===== config.mk =====
export PLATFORM = sky130hd
export DESIGN_NAME = prio_arbiter_flat
export DESIGN_NICKNAME = d
export VERILOG_FILES = /design/src/rtl/prio_arbiter_if.sv /design/src/rtl/prio_arbiter.sv /design/src/flat_wrapper.sv
export SDC_FILE = /design/constraint.sdc
export NUM_CORES = 1
export LEC_CHECK = 0
export ABC_AREA = 1
export CORE_AREA = 2 2 78 80
export CTS_CLUSTER_DIAMETER = 80
export DETAILED_ROUTE_END_ITERATION = 8
export DIE_AREA = 0 0 80 82
export DONT_BUFFER_PORTS = 1
export SYNTH_ARGS = -nofsm -noshare
export SYNTH_HDL_FRONTEND = slang
export SYNTH_SLANG_ARGS = --single-unit

===== constraint.sdc =====
create_clock -name clk -period 6.58 [get_ports clk]
set_input_delay 0.658 -clock clk [delete_from_list [all_inputs] [get_ports clk]]
set_output_delay 0.658 -clock clk [all_outputs]
set_load 0.01 [all_outputs]

===== src/rtl/prio_arbiter_if.sv =====
// Grant port bundle between N requesters, the arbiter and the shared resource.
// The master side is the arbiter; the slave side is the requester/downstream logic.
interface prio_arbiter_if #(
    parameter int unsigned N = 8
);
    localparam int unsigned IDX_W = $clog2(N);

    logic [N-1:0]     req;
    logic             mode;
    logic             gnt_ready;
    logic             gnt_valid;
    logic [IDX_W-1:0] gnt_idx;
    logic [N-1:0]     gnt_onehot;
    logic             idle;

    modport master (
        input  req, mode, gnt_ready,
        output gnt_valid, gnt_idx, gnt_onehot, idle
    );

    modport slave (
        output req, mode, gnt_ready,
        input  gnt_valid, gnt_idx, gnt_onehot, idle
    );
endinterface


===== src/rtl/prio_arbiter.sv =====
// Registered N-way arbiter: fixed priority (highest index) or round-robin,
// with a valid/ready grant that is held until the downstream side accepts it.
module prio_arbiter #(
    parameter int unsigned N = 8
) (
    input  logic           clk,
    input  logic           rst,
    prio_arbiter_if.master bus
);
    localparam int unsigned IDX_W = $clog2(N);

    typedef enum logic {
        IDLE  = 1'b0,
        GRANT = 1'b1
    } state_t;

    state_t           state;
    logic [IDX_W-1:0] rr_ptr;
    logic             gnt_rr;

    logic             handshake_c;
    logic             load_c;
    logic             hit_c;
    logic [N-1:0]     masked_c;
    logic [IDX_W-1:0] fix_idx_c;
    logic [IDX_W-1:0] rr_idx_c;
    logic             rr_found_c;
    logic [IDX_W-1:0] win_c;
    logic [IDX_W-1:0] ptr_next_c;

    assign handshake_c = (state == GRANT) && bus.gnt_valid && bus.gnt_ready;
    // The just-accepted requester sits out only the arbitration on its own handshake edge.
    assign masked_c    = handshake_c ? (bus.req & ~bus.gnt_onehot) : bus.req;
    assign hit_c       = |masked_c;
    assign load_c      = hit_c && ((state == IDLE) || handshake_c);
    assign win_c       = bus.mode ? rr_idx_c : fix_idx_c;
    assign ptr_next_c  = (bus.gnt_idx == IDX_W'(N - 1)) ? '0 : bus.gnt_idx + IDX_W'(1);

    // Fixed priority: last set bit seen in an ascending scan is the highest index.
    always_comb begin
        fix_idx_c = '0;
        for (int unsigned i = 0; i < N; i++) begin
            if (masked_c[i]) begin
                fix_idx_c = IDX_W'(i);
            end
        end
    end

    // Round-robin: first set bit scanning up from rr_ptr, wrapping at N (not 2^IDX_W).
    always_comb begin
        int unsigned j;
        j          = 0;
        rr_idx_c   = '0;
        rr_found_c = 1'b0;
        for (int unsigned k = 0; k < N; k++) begin
            j = 32'(rr_ptr) + k;
            if (j >= N) begin
                j = j - N;
            end
            if (!rr_found_c && masked_c[IDX_W'(j)]) begin
                rr_found_c = 1'b1;
                rr_idx_c   = IDX_W'(j);
            end
        end
    end

    always_ff @(posedge clk) begin
        if (rst) begin
            state          <= IDLE;
            rr_ptr         <= '0;
            gnt_rr         <= 1'b0;
            bus.gnt_valid  <= 1'b0;
            bus.gnt_idx    <= '0;
            bus.gnt_onehot <= '0;
            bus.idle       <= 1'b1;
        end else begin
            // Pointer only advances for grants that were won under round-robin.
            if (handshake_c && gnt_rr) begin
                rr_ptr <= ptr_next_c;
            end
            if (load_c) begin
                state          <= GRANT;
                gnt_rr         <= bus.mode;
                bus.gnt_valid  <= 1'b1;
                bus.gnt_idx    <= win_c;
                bus.gnt_onehot <= N'(1) << win_c;
                bus.idle       <= 1'b0;
            end else if (handshake_c) begin
                state          <= IDLE;
                bus.gnt_valid  <= 1'b0;
                bus.gnt_onehot <= '0;
                bus.idle       <= 1'b1;
            end
        end
    end
endmodule


===== src/flat_wrapper.sv =====
// flat-port wrapper written by rule: the top's interface ports become plain ports
module prio_arbiter_flat 
#(
    parameter int unsigned N = 8
)
  (clk, rst, bus_req, bus_mode, bus_gnt_ready, bus_gnt_valid, bus_gnt_idx, bus_gnt_onehot, bus_idle);
  prio_arbiter_if #(.N(N)) bus_i ();
  input  logic clk;
  input  logic rst;
  input wire logic [$bits(bus_i.req)-1:0] bus_req;
  input wire logic [$bits(bus_i.mode)-1:0] bus_mode;
  input wire logic [$bits(bus_i.gnt_ready)-1:0] bus_gnt_ready;
  output wire logic [$bits(bus_i.gnt_valid)-1:0] bus_gnt_valid;
  output wire logic [$bits(bus_i.gnt_idx)-1:0] bus_gnt_idx;
  output wire logic [$bits(bus_i.gnt_onehot)-1:0] bus_gnt_onehot;
  output wire logic [$bits(bus_i.idle)-1:0] bus_idle;
  assign bus_i.req = bus_req;
  assign bus_i.mode = bus_mode;
  assign bus_i.gnt_ready = bus_gnt_ready;
  assign bus_gnt_valid = bus_i.gnt_valid;
  assign bus_gnt_idx = bus_i.gnt_idx;
  assign bus_gnt_onehot = bus_i.gnt_onehot;
  assign bus_idle = bus_i.idle;
  prio_arbiter #(.N(N)) u_core (.clk(clk), .rst(rst), .bus(bus_i));
endmodule

==> impl_metrics.ini <==
[outcome]
status = complete, no violations

[drt]
vias = 1733
drt_wl_total_um = 4760
drcViolationCount = 0
first_pass_iters = 4
drt-vias-per-instance = 5.13
ant_nets = 0
drt_iter0_drc = 153
wl_per_cell_um = 14.1

[finish]
drive_above_1_share_pct = 12.2
final_area_um2 = 1750
syn_to_final_growth_pct = 5.04
finalNonFillerCells = 338
fillers = 658
n_antenna_cell = 0
finalNetCount = 280

[clock_tree]
root_buffer = clkbuf_8
clk_latency_ns = 0.26
cts_resized = 0
path_clk_slew_ns = 0.07
postCtsHoldBufs = 0
postCtsSetupRepairBufs = 0
cts_tree = done
numCtsBuffers = 3
numClockSinks = 17
cts.htree.levels = 1
clockBufferDepth = 2

[logic_synthesis]
synth_nets = 283
synth_largest_area_cell = dfxtp_1
synth-simple-area-share_pct = 52.5
yosys_warnings = 0
synth_common_cells = 62 x nand2_1, 58 x nand3_1, 30 x inv_1, 17 x dfxtp_1, 15 x nor2_1
syn-cell-area_um2 = 1660
synth_compound_area_share_pct = 11.8
syn_area_per_cell_um2 = 6.23
seq_area_frac_synth_pct = 20.5
synthMuxAreaShare_pct = 0
async_flop_share_pct = 0
synth_ff_type = dfxtp_1
synth_most_common_cell = nand2_1
postSynthCellCount = 267
synth-adder-area-share_pct = 3.01
synth_seq_cells = 17
synth_top_family_by_area = simple AND/OR/NAND/NOR gates
synth.area.top_cells = dfxtp_1 20%, nand3_1 17%, nand2_1 14%
synth-xor-area-share_pct = 1.58
synth_cell_types = 32
netlist.area_leader.share_pct = 20.5
synth_edf_count = 0

[placed_design]
post-place-cells = 334
gp_congestion = 0.959
place_area_um2 = 1700
dp_hpwl_um = 3860
portBuffers = 0

[critical_path]
ff2ff_setup_slack_ns = 3.51
setup.worst_path.end_class = register
r2r_start = u_core.rr_ptr[1]
arrival_ns = 3.27
critical_path_class = reg -> reg
crit_required_ns = 6.77
endpoint = u_core.bus.gnt_onehot[1]
cp_max_fo = 9
reg2regPathDepth = 17
cp-startpoint = u_core.rr_ptr[1]
crit_path_start_kind = register
r2r_end = u_core.bus.gnt_onehot[1]

[die]
initial_utilization_pct = 28.9
coreArea_um2 = 5750
num_rows = 28
die_h_um = 82
die_area_um2 = 6560
die_w_um = 80
boundaryPins = 25

[sta]
drv_slew = 0
skew_ns = 0.00358
max_slew_margin_pct = 63.5
hold_viol_final = 0
period_share_pct = 46.7
setup_viol = 0
worst_slew_pin_slew_ns = 0.547
max_freq_ghz = 0.325
rsz0062_at_grt = false
period_needed_ns = 3.07
finalSetupTns_ns = 0

[global_route]
grt_max_degree = 13
grt_pass1_wl_um = 8010
globalRouteTotalUtil_pct = 15.5
overflow = 0
antenna_found_initial = 0
grt_pass1_vias = 1671

[job]
maxCapViolCount = 0

[power_and_ir_drop]
p_per_area_nw_per_um2 = 180
p_leak_nw = 0.814
peakVddDrop_v = 0.000163

[worst_hold_path]
hold_path_depth = 1
hold_path.class = in -> reg
## final cells by class
type                            instances  area (um^2)  share of cell area, %
Multi-Input combinational cell        210         1150                   65.6
Tap cell                               75         93.8                   5.37
Clock buffer                            3         41.3                   2.36
Clock inverter                          1         5.00                  0.287
Inverter                               32          120                   6.88
Sequential cell                        17          340                   19.5
## where the power goes
part | internal, W | total, W | switching (W)
Clock | 0.0000422 | 0.0000816 | 0.0000394
Combinational | 0.0000351 | 0.000111 | 0.0000758
Sequential | 0.000110 | 0.000121 | 0.0000115
## critical path: stages (launching register included)
cell,delay [ns]
dfxtp_1,0.50
clkinv_1,0.30
ha_1,0.47
inv_1,0.19
nand3_1,0.15
nand2_1,0.08
nand2_1,0.05
nand2_2,0.11
nand3_4,0.11
nor2_8,0.15
nand4_4,0.12
nor2_1,0.15
nor2_1,0.07
nand2_2,0.08
nand2_2,0.06
nor2_4,0.14
nand3_1,0.11
a21oi_1,0.14
## flip-flops by register name, summed over array words and instances, names as in the netlist
| name | count |
|---|---|
| u_core.rr_ptr | 3 |
| u_core.bus.gnt_onehot | 8 |
| u_core.bus.gnt_idx | 3 |
| u_core.bus.idle | 1 |
| u_core.bus.gnt_valid | 1 |
| u_core.gnt_rr | 1 |
## layer usage
layer  wire, um  up-vias  track usage [%]  part of all wire, %
li1           -      885                -                    -
met1       2220      785             20.5                   47
met2       2210       52             24.8                   46
met3        245       11             2.97                  5.1
met4         91        0             5.76                  1.9
met5          0        -                0                    0
## worst min path at each step
stage	start	end	slack [ns]
2_1_floorplan	u_core.bus.gnt_onehot[1]	u_core.bus.gnt_onehot[1]	0.50
3_3_place_gp	u_core.gnt_rr	u_core.gnt_rr	0.52
3_5_place_dp	u_core.bus.gnt_onehot[1]	u_core.bus.gnt_onehot[1]	0.53
4_1_cts	rst	u_core.bus.gnt_onehot[7]	0.45
5_1_grt	rst	u_core.bus.gnt_onehot[0]	0.45
6_report	rst	u_core.bus.gnt_onehot[7]	0.45
## cells in the final DEF (no fill, tap or decap), drive strengths merged, types with 2 or more instances in the layout
cell	n
a211oi	2
a21oi	15
clkbuf	3
clkinv	2
dfxtp	17
ha	4
inv	31
nand2	70
nand3	70
nand3b	2
nand4	6
nor2	18
o21ai	16
xnor2	2
## logic make-up (layout without fill, tap and decap cells)
family                   Yosys count  count (layout)
buffers and inverters             40              36
AO/OA/AOI/OAI                     35              35
flip-flops                        17              17
AND/OR/NAND/NOR                  168             168
adder cells (fa/ha/maj)            4               4
XOR/XNOR                           3               3
## metrics by stage
stage / util, % / worst slack (ns) / hold WS [ns] / total power, W
after floorplan: - / 4.05 / 0.502 / 0.000213
after global placement: 29.6 / 3.54 / 0.522 / 0.000233
after detailed placement: 29.6 / 3.52 / 0.529 / 0.000232
after CTS: 30.4 / 3.49 / 0.452 / 0.000314
after global routing: 30.4 / 3.16 / 0.451 / 0.000336
final: 30.4 / 3.51 / 0.455 / 0.000314
No activity file was read; power rests on OpenSTA's default activity.
